File: config.mk
export PLATFORM = sky130hd
export DESIGN_NAME = psum_deskew_accum
export DESIGN_NICKNAME = d
export VERILOG_FILES = /design/src/rtl/psum_deskew_accum.sv
export SDC_FILE = /design/constraint.sdc
export NUM_CORES = 1
export LEC_CHECK = 0
export BUFFER_PORTS_ARGS = -buffer_cell sky130_fd_sc_hd__buf_4
export CORE_MARGIN = 2
export CORE_UTILIZATION = 57
export DETAILED_ROUTE_END_ITERATION = 7
export PLACE_DENSITY = 0.77
export SYNTH_ARGS = -nofsm -noshare
export SYNTH_HDL_FRONTEND = slang
export SYNTH_SLANG_ARGS = --single-unit
File: constraint.sdc
create_clock -name clk -period 11.55 [get_ports clk]
set_input_delay 2.31 -clock clk [delete_from_list [all_inputs] [get_ports clk]]
set_output_delay 2.31 -clock clk [all_outputs]
set_load 0.02 [all_outputs]
File: src/rtl/psum_deskew_accum.sv
// psum_deskew_accum
// Takes the skewed row sums from a KERNEL_SIZE-row PE array and delays each
// row so that all rows of one output pixel line up on the same beat. It adds
// the aligned row sums, queues the results in a small output FIFO, and tracks
// frame boundaries with a four-state controller.
module psum_deskew_accum #(
  parameter int KERNEL_SIZE   = 3,
  parameter int DATA_WIDTH    = 8,
  parameter int WEIGHT_WIDTH  = 8,
  parameter int VERTICAL_SKEW = 2,
  parameter int FIFO_DEPTH    = 4,
  localparam int SUM_WIDTH    = DATA_WIDTH + WEIGHT_WIDTH + KERNEL_SIZE,
  localparam int OUT_WIDTH    = SUM_WIDTH + $clog2(KERNEL_SIZE)
) (
  input  logic                             clk,
  input  logic                             rstn,
  input  logic                             en,
  input  logic [15:0]                      frameLen,
  input  logic [SUM_WIDTH*KERNEL_SIZE-1:0] rowSumIn,
  input  logic                             rowSumIn_valid,
  output logic [OUT_WIDTH-1:0]             convOut,
  output logic                             convOut_valid,
  input  logic                             convOut_ready,
  output logic                             frame_done,
  output logic                             overflow
);

  // Number of beats needed before the first aligned set is complete.
  localparam int FILL_BEATS = (KERNEL_SIZE - 1) * VERTICAL_SKEW;
  localparam int FILL_W     = $clog2(FILL_BEATS + 2);
  localparam int PTR_W      = $clog2(FIFO_DEPTH);
  localparam int CNT_W      = PTR_W + 1;

  typedef enum logic [1:0] {IDLE, FILL, STREAM, DONE} state_t;

  state_t              state_reg, state_next;
  logic [15:0]         frame_len_reg, frame_len_next;
  logic [FILL_W-1:0]   fill_cnt_reg, fill_cnt_next;
  logic [15:0]         res_cnt_reg, res_cnt_next;
  logic [15:0]         cur_len;
  logic                accept;
  logic                produce;

  logic [SUM_WIDTH-1:0] aligned [KERNEL_SIZE];
  logic [OUT_WIDTH-1:0] sum_next;
  logic [OUT_WIDTH-1:0] sum_reg;
  logic                 push_reg;

  logic [OUT_WIDTH-1:0] fifo_mem [FIFO_DEPTH];
  logic [PTR_W-1:0]     wr_ptr_reg, rd_ptr_reg;
  logic [CNT_W-1:0]     count_reg;
  logic                 fifo_full;
  logic                 pop;
  logic                 push_ok;
  logic                 overflow_reg;
  logic                 frame_done_reg;

  // Frame controller: decides which beats are consumed, which produce a result, and when the frame ends.
  always_comb begin
    state_next     = state_reg;
    frame_len_next = frame_len_reg;
    fill_cnt_next  = fill_cnt_reg;
    res_cnt_next   = res_cnt_reg;
    cur_len        = frame_len_reg;
    accept         = 1'b0;
    produce        = 1'b0;

    case (state_reg)
      IDLE: begin
        if (en && rowSumIn_valid) begin
          // frameLen is latched here and also used directly for this first beat.
          cur_len        = frameLen;
          frame_len_next = frameLen;
          if (frameLen == 16'd0) begin
            state_next = DONE;
          end else begin
            accept = 1'b1;
          end
        end
      end
      FILL, STREAM: begin
        // en is ignored once a frame has started. Only DONE ends the frame.
        accept = rowSumIn_valid;
      end
      DONE: begin
        state_next    = IDLE;
        fill_cnt_next = '0;
        res_cnt_next  = '0;
      end
      default: state_next = IDLE;
    endcase

    if (accept) begin
      if (fill_cnt_reg == FILL_W'(FILL_BEATS)) begin
        produce      = 1'b1;
        res_cnt_next = res_cnt_reg + 16'd1;
        state_next   = (res_cnt_reg == cur_len - 16'd1) ? DONE : STREAM;
      end else begin
        fill_cnt_next = fill_cnt_reg + FILL_W'(1);
        state_next    = (fill_cnt_reg == FILL_W'(FILL_BEATS - 1)) ? STREAM : FILL;
      end
    end
  end

  // Controller state and frame counters.
  always_ff @(posedge clk) begin
    if (!rstn) begin
      state_reg     <= IDLE;
      frame_len_reg <= '0;
      fill_cnt_reg  <= '0;
      res_cnt_reg   <= '0;
    end else begin
      state_reg     <= state_next;
      frame_len_reg <= frame_len_next;
      fill_cnt_reg  <= fill_cnt_next;
      res_cnt_reg   <= res_cnt_next;
    end
  end

  // Each row gets a delay line. Row gi lags the last row by
  // (KERNEL_SIZE-1-gi)*VERTICAL_SKEW consumed beats, so the delay lines
  // advance only on consumed beats.
  for (genvar gi = 0; gi < KERNEL_SIZE; gi++) begin : g_row
    localparam int DEPTH = (KERNEL_SIZE - 1 - gi) * VERTICAL_SKEW;
    logic [SUM_WIDTH-1:0] row_in;
    assign row_in = rowSumIn[gi*SUM_WIDTH +: SUM_WIDTH];

    if (DEPTH == 0) begin : g_direct
      assign aligned[gi] = row_in;
    end else begin : g_delay
      logic [SUM_WIDTH-1:0] dly_reg [DEPTH];

      // Shift on consumed beats. Clear on reset and at frame end.
      always_ff @(posedge clk) begin
        if (!rstn || state_reg == DONE) begin
          for (int k = 0; k < DEPTH; k++) dly_reg[k] <= '0;
        end else if (accept) begin
          dly_reg[0] <= row_in;
          for (int k = 1; k < DEPTH; k++) dly_reg[k] <= dly_reg[k-1];
        end
      end

      assign aligned[gi] = dly_reg[DEPTH-1];
    end
  end

  // Zero-extend and add the aligned row sums at full output width.
  always_comb begin
    sum_next = '0;
    for (int r = 0; r < KERNEL_SIZE; r++) begin
      sum_next = sum_next + OUT_WIDTH'(aligned[r]);
    end
  end

  // Registered adder output. push_reg marks a result waiting to enter the FIFO.
  always_ff @(posedge clk) begin
    if (!rstn) begin
      sum_reg  <= '0;
      push_reg <= 1'b0;
    end else begin
      push_reg <= produce;
      if (produce) sum_reg <= sum_next;
    end
  end

  assign convOut_valid = (count_reg != '0);
  assign pop           = convOut_valid && convOut_ready;
  assign fifo_full     = (count_reg == CNT_W'(FIFO_DEPTH));
  // A full FIFO still accepts a push if a pop happens in the same cycle.
  assign push_ok       = push_reg && (!fifo_full || pop);

  // FIFO storage. It is not reset because the count alone decides what is valid.
  always_ff @(posedge clk) begin
    if (push_ok) fifo_mem[wr_ptr_reg] <= sum_reg;
  end

  // FIFO pointers, occupancy and the sticky drop flag.
  always_ff @(posedge clk) begin
    if (!rstn) begin
      wr_ptr_reg   <= '0;
      rd_ptr_reg   <= '0;
      count_reg    <= '0;
      overflow_reg <= 1'b0;
    end else begin
      if (push_ok) wr_ptr_reg <= wr_ptr_reg + PTR_W'(1);
      if (pop)     rd_ptr_reg <= rd_ptr_reg + PTR_W'(1);
      case ({push_ok, pop})
        2'b10:   count_reg <= count_reg + CNT_W'(1);
        2'b01:   count_reg <= count_reg - CNT_W'(1);
        default: count_reg <= count_reg;
      endcase
      if (push_reg && !push_ok) overflow_reg <= 1'b1;
    end
  end

  // One-cycle frame_done pulse, registered from the DONE state.
  always_ff @(posedge clk) begin
    if (!rstn) frame_done_reg <= 1'b0;
    else       frame_done_reg <= (state_reg == DONE);
  end

  // The head is gated to zero when empty, so stale storage never shows on the output.
  assign convOut    = convOut_valid ? fifo_mem[rd_ptr_reg] : '0;
  assign frame_done = frame_done_reg;
  assign overflow   = overflow_reg;

endmodule

After elaboration in Yosys (flattened, before gate mapping)
Memories as Yosys holds them, arrays and structs flattened. A register that Yosys moved wholly into a read port is not among the register bits.
Cells that the tools add are included.

cells by class
  equality and inequality tests = 11
  bitwise logic cells = 6
  muxes and demuxes = 37
  add/sub/neg operators = 9
  reductions and logical operators = 16

operator list
  kind                                                  count
  two-way mux 19 bit                                    6
  two-way mux 16 bit                                    5
  adder 20 x 19 -> 21 bit                               1
  two-way mux 21 bit                                    1
  adder 19 x 19 -> 20 bit                               1
  adder 16 x 1 -> 16 bit (second input constant)        1
  equality test 16 bit                                  1
  logical NOT 16 bit                                    1
  subtractor 16 x 1 -> 16 bit (second input constant)   1
  two-way mux 2 bit                                     7
  two-way mux 1 bit                                     12
  two-way mux 3 bit                                     3
  adder 3 x 1 -> 3 bit (second input constant)          2
  equality test 2 bit (second input constant)           3
  equality test 3 bit (second input constant)           2
  != test 3 bit (second input constant)                 2
  OR 1 bit                                              6
  one-hot mux 3 bit (2 select lines)                    1
  nonzero test 3 bit                                    2
  adder 2 x 1 -> 2 bit (second input constant)          2
  equality test 2 x 1 -> 1 bit (second input constant)  2
  logical AND 1 bit                                     4
  one-hot mux 2 bit (2 select lines)                    1
  equality test 3 x 2 -> 1 bit (second input constant)  1
  8 further kinds                                       11

storage, ports and cells
  input port bits = 78
  bits in writable memories = 198
  output and inout bits = 24
  memories kept = 3
  register bits after elaboration = 68

memories
  name                      words  width  read ports  clocked after Yosys merged registers in  write ports  RTL line  source
  fifo_mem                  4      21     1           1                                        1            49        logic [OUT_WIDTH-1:0] fifo_mem [FIFO_DEPTH];
  g_row[0].g_delay.dly_reg  4      19     4           0                                        4            131       logic [SUM_WIDTH-1:0] dly_reg [DEPTH];
  g_row[1].g_delay.dly_reg  2      19     2           0                                        2            131

Longest topological paths before layout
  word-level depth = 8
  gate-level depth with buffers = 14
  depth with buffers taken out = 14

Least setup slack after synthesis
OpenSTA, ideal clock, no wires.

  path type = input to register
  start point = input port frameLen[10]
  end point = memory g_row[0].g_delay.dly_reg[0][0] in the netlist's numbering (enable)
  arrival = 5.953 ns
  path slack = 4.294 ns
  data required time = 10.247 ns
  setup time = 1.303 ns
  stages = 3
  cells stage by stage = or4_4 > o41ai_4 > nand3_1

RTL lines
  element      RTL line  source
  from (decl)  18        input logic [15:0] frameLen,
  to (decl)    131

Worst setup path in the final report
  start point = input port rowSumIn[39]
  end point = register sum_reg[17]

between the ends
  word-level cells in the longest chain between the ends = 1

RTL lines
  element                  RTL line  source
  from (decl)              19        input logic [SUM_WIDTH*KERNEL_SIZE-1:0] rowSumIn,
  adder 20 x 19 -> 21 bit  151       sum_next = sum_next + OUT_WIDTH'(aligned[r]);
  to (signal assigned)     162       if (produce) sum_reg <= sum_next;
  to (decl)                46        logic [OUT_WIDTH-1:0] sum_reg;

No other way between the ends.
A chain may end at the register's enable or synchronous reset.

==> flow_summary_export.csv <==
group,metric,value,unit
global_route,antenna_found_initial,1,
timing,slew_violations,0,
critical_path,cp_max_fo,4,
floorplanning,initial_core_util,58.1,%
global_route,grt_pass1_vias,7014,
clocking,cts_max_level,1,
clocking,clkTransAtPathRegs,0.06,ns
routing,dr.pass1.iters,5,
power_and_ir_drop,netSwitchingPower,0.00101,W
power_and_ir_drop,power_frac_comb,30.9,%
global_route,grt_max_degree,116,
timing,rsz0062_at_grt,"false",
placement,gp_congestion,0.859,
power_and_ir_drop,internal-power,0.00219,W
placement,io_buffer_count,101,
yosys,synth_fp_nets,1054,
clocking,cts_buffers,26,
worst_hold_path,hp-class,"register to register",
clocking,cts_setup_buffers,0,
floorplanning,coreArea,21000,µm²
yosys,synth_area_leaders,"edfxtp_1 49%, dfxtp_1 11%, and2_1 7.5%",
clocking,hold_buffers,0,
power_and_ir_drop,total_power,0.00320,W
critical_path,worst_setup_path_start_kind,"primary input",
power_and_ir_drop,clkPwrFrac,25.8,%
floorplanning,design.die.area,22600,µm²
yosys,synth.avg_cell_area,13.2,µm²
global_route,grt_pass1_wl,34700,µm
routing,initialDrtViolationCount,511,
floorplanning,die_w,150,µm
critical_path,criticalPathCategory,"primary input to register",
floorplanning,rows,53,
yosys,netlist_area,12200,µm²
finish,largest_reg_flops,114,
clocking,root_buffer,"clkbuf_16",
finish,layout.nets,1152,
yosys,synth_edf_count,198,
yosys,synth_cell_type_count,65,
routing,ant_nets,0,
timing,setup_tns,0,ns
power_and_ir_drop,swShare,31.5,%
job,cap_violations,0,
timing,fin_skew,0.0117,ns
timing,max_freq,213,MHz
clocking,clk_path_buf_depth,3,
placement,dp_slack,6.30,ns
timing,hold_viol_final,0,
critical_path,worstPathArrival,5.08,ns
routing,viasPerCell,5.34,
global_route,gr-total-overflow,0,
timing,setup_violations,0,
placement,dpl.hpwl,14300,µm
power_and_ir_drop,p_per_area,227,nW/µm²
power_and_ir_drop,peakVddDrop,0.135,mV
yosys,synthArstFlopShare,0,%
yosys,synth_top_area_share,48.6,%
critical_path,critPathRequiredTime,11.92,ns
yosys,synthCells,926,
critical_path,cp-end-kind,"register",
timing,fin_ws,6.85,ns
routing,wl_per_cell,16.0,µm
power_and_ir_drop,power.leakage,5.44,nW
status,status,"complete, no violations",
clocking,clkLatencyLatePin,0.52,ns
yosys,yosys_register_bits,268,
timing,period_share,40.7,%
clocking,tritoncts,"done",
routing,vias,7044,
yosys,yosysTopAreaCell,"edfxtp_1",
routing,totalWireLength,21100,µm
finish,final_cell_mix,"198 x edfxtp_1, 147 x and2_1, 104 x buf_4",
yosys,ys.flop_type,"edfxtp_1",
finish,final_common_cell,"edfxtp_1",
timing,worst_slew_margin_rel,29.0,%
yosys,yosysWarnings,0,
routing,drc,0,
finish,layout-drive-gt1-share,17.9,%
clocking,ctsResizeCount,0,
clocking,cts_sinks,268,
floorplanning,chipHeight,150,µm
timing,period_needed,4.70,ns
global_route,grt_usage,19.5,%
timing,worstMarginPinSlew,1.06,ns
yosys,yosysSeqAreaShare,60.1,%
floorplanning,ios,102,
power_and_ir_drop,pwr-share-seq,43.3,%
finish,area_growth,15.2,%
cell type report:
type	instances	area [µm²]
sequential	268	7350
fill	1486	6940
multi-input combinational	602	4680
timing repair buffer	104	781
clock buffer	38	767
tap	275	344
clock inverter	10	85.1
inverter	22	82.6
antenna	1	2.50
power by group through the flow:
stage          sequential (W)  combinational [W]  clock (W)
2_1_floorplan         0.00139           0.000775          0
3_3_place_gp          0.00139           0.000966          0
3_5_place_dp          0.00140           0.000982          0
4_1_cts               0.00139           0.000993   0.000843
5_1_grt               0.00141            0.00113   0.000881
6_report              0.00139           0.000990   0.000827
cells by family after synthesis:
| group | count (synthesis) | share of synthesized area, % |
|---|---|---|
| fa+ha+maj | 50 | 6.41 |
| flops | 268 | 60.1 |
| buf+inv | 56 | 1.80 |
| simple gates | 328 | 15.3 |
| xor+xnor | 57 | 4.08 |
| compound gates | 126 | 6.73 |
| mux | 41 | 5.61 |
critical path: stages:
cell	delay (ns)
buf_4	0.12
fa_1	0.53
ha_1	0.20
inv_1	0.07
fa_1	0.40
nor2b_1	0.15
o31a_1	0.23
a2111oi_2	0.12
o41ai_2	0.49
a21o_1	0.18
a21oi_1	0.07
xor2_1	0.13
a21oi_1	0.07
final timing paths:
| kind | from | endpoint | slack (ns) | cells past startpoint |
|---|---|---|---|---|
| max | rowSumIn[39] | sum_reg[17]$_SDFFE_PN0P_ | 6.85 | 13 |
| min | state_reg[1]$_SDFFE_PN0P_ | state_reg[1]$_SDFFE_PN0P_ | 0.49 | 2 |
| max reg2reg | g_row[1].g_delay.dly_reg[0][20]$_SDFFCE_PN0P_ | sum_reg[17]$_SDFFE_PN0P_ | 8.34 | 12 |
| min reg2reg | state_reg[1]$_SDFFE_PN0P_ | state_reg[1]$_SDFFE_PN0P_ | 0.49 | 2 |
synth_stat cells, types with 4 or more instances:
| master | count |
|---|---|
| nand4_1 | 4 |
| edfxtp_1 | 198 |
| ha_1 | 29 |
| buf_2 | 5 |
| nor2b_1 | 20 |
| o21ai_0 | 13 |
| nor2_1 | 43 |
| o211ai_1 | 4 |
| and2_1 | 147 |
| xnor2_1 | 28 |
| and3_1 | 6 |
| xor2_1 | 29 |
| fa_1 | 21 |
| clkbuf_1 | 24 |
| mux4_2 | 21 |
| o21a_1 | 6 |
| nand2_1 | 37 |
| nor3_1 | 16 |
| dfxtp_1 | 70 |
| inv_1 | 21 |
| a21o_1 | 6 |
| nand3_1 | 18 |
| nand2b_1 | 9 |
| or3_1 | 7 |
| buf_1 | 4 |
| mux2i_1 | 19 |
| a21oi_1 | 62 |
routing by layer:
| metal | part of all wire (%) | vias up | global-route usage (%) | wire length [µm] |
|---|---|---|---|---|
| met5 | 0 | - | 0 | 0 |
| met2 | 50 | 144 | 33.1 | 10500 |
| li1 | - | 3524 | - | - |
| met4 | 2.6 | 0 | 5.57 | 556 |
| met1 | 44 | 3341 | 26.7 | 9280 |
| met3 | 3.9 | 35 | 2.64 | 818 |
through the flow:
step | hold WS [ns] | instance area [µm²] | util (%) | cells
after floorplan | 0.448 | 12200 | - | 926
after global placement | 0.470 | 13200 | 62.9 | 1271
after detailed placement | 0.478 | 13200 | 62.9 | 1271
after CTS | 0.491 | 14100 | 67.0 | 1319
after global routing | 0.523 | 14100 | 67.0 | 1320
final | 0.489 | 14100 | 67.0 | 1320
Note: power is estimated with default switching activity, not from simulation.
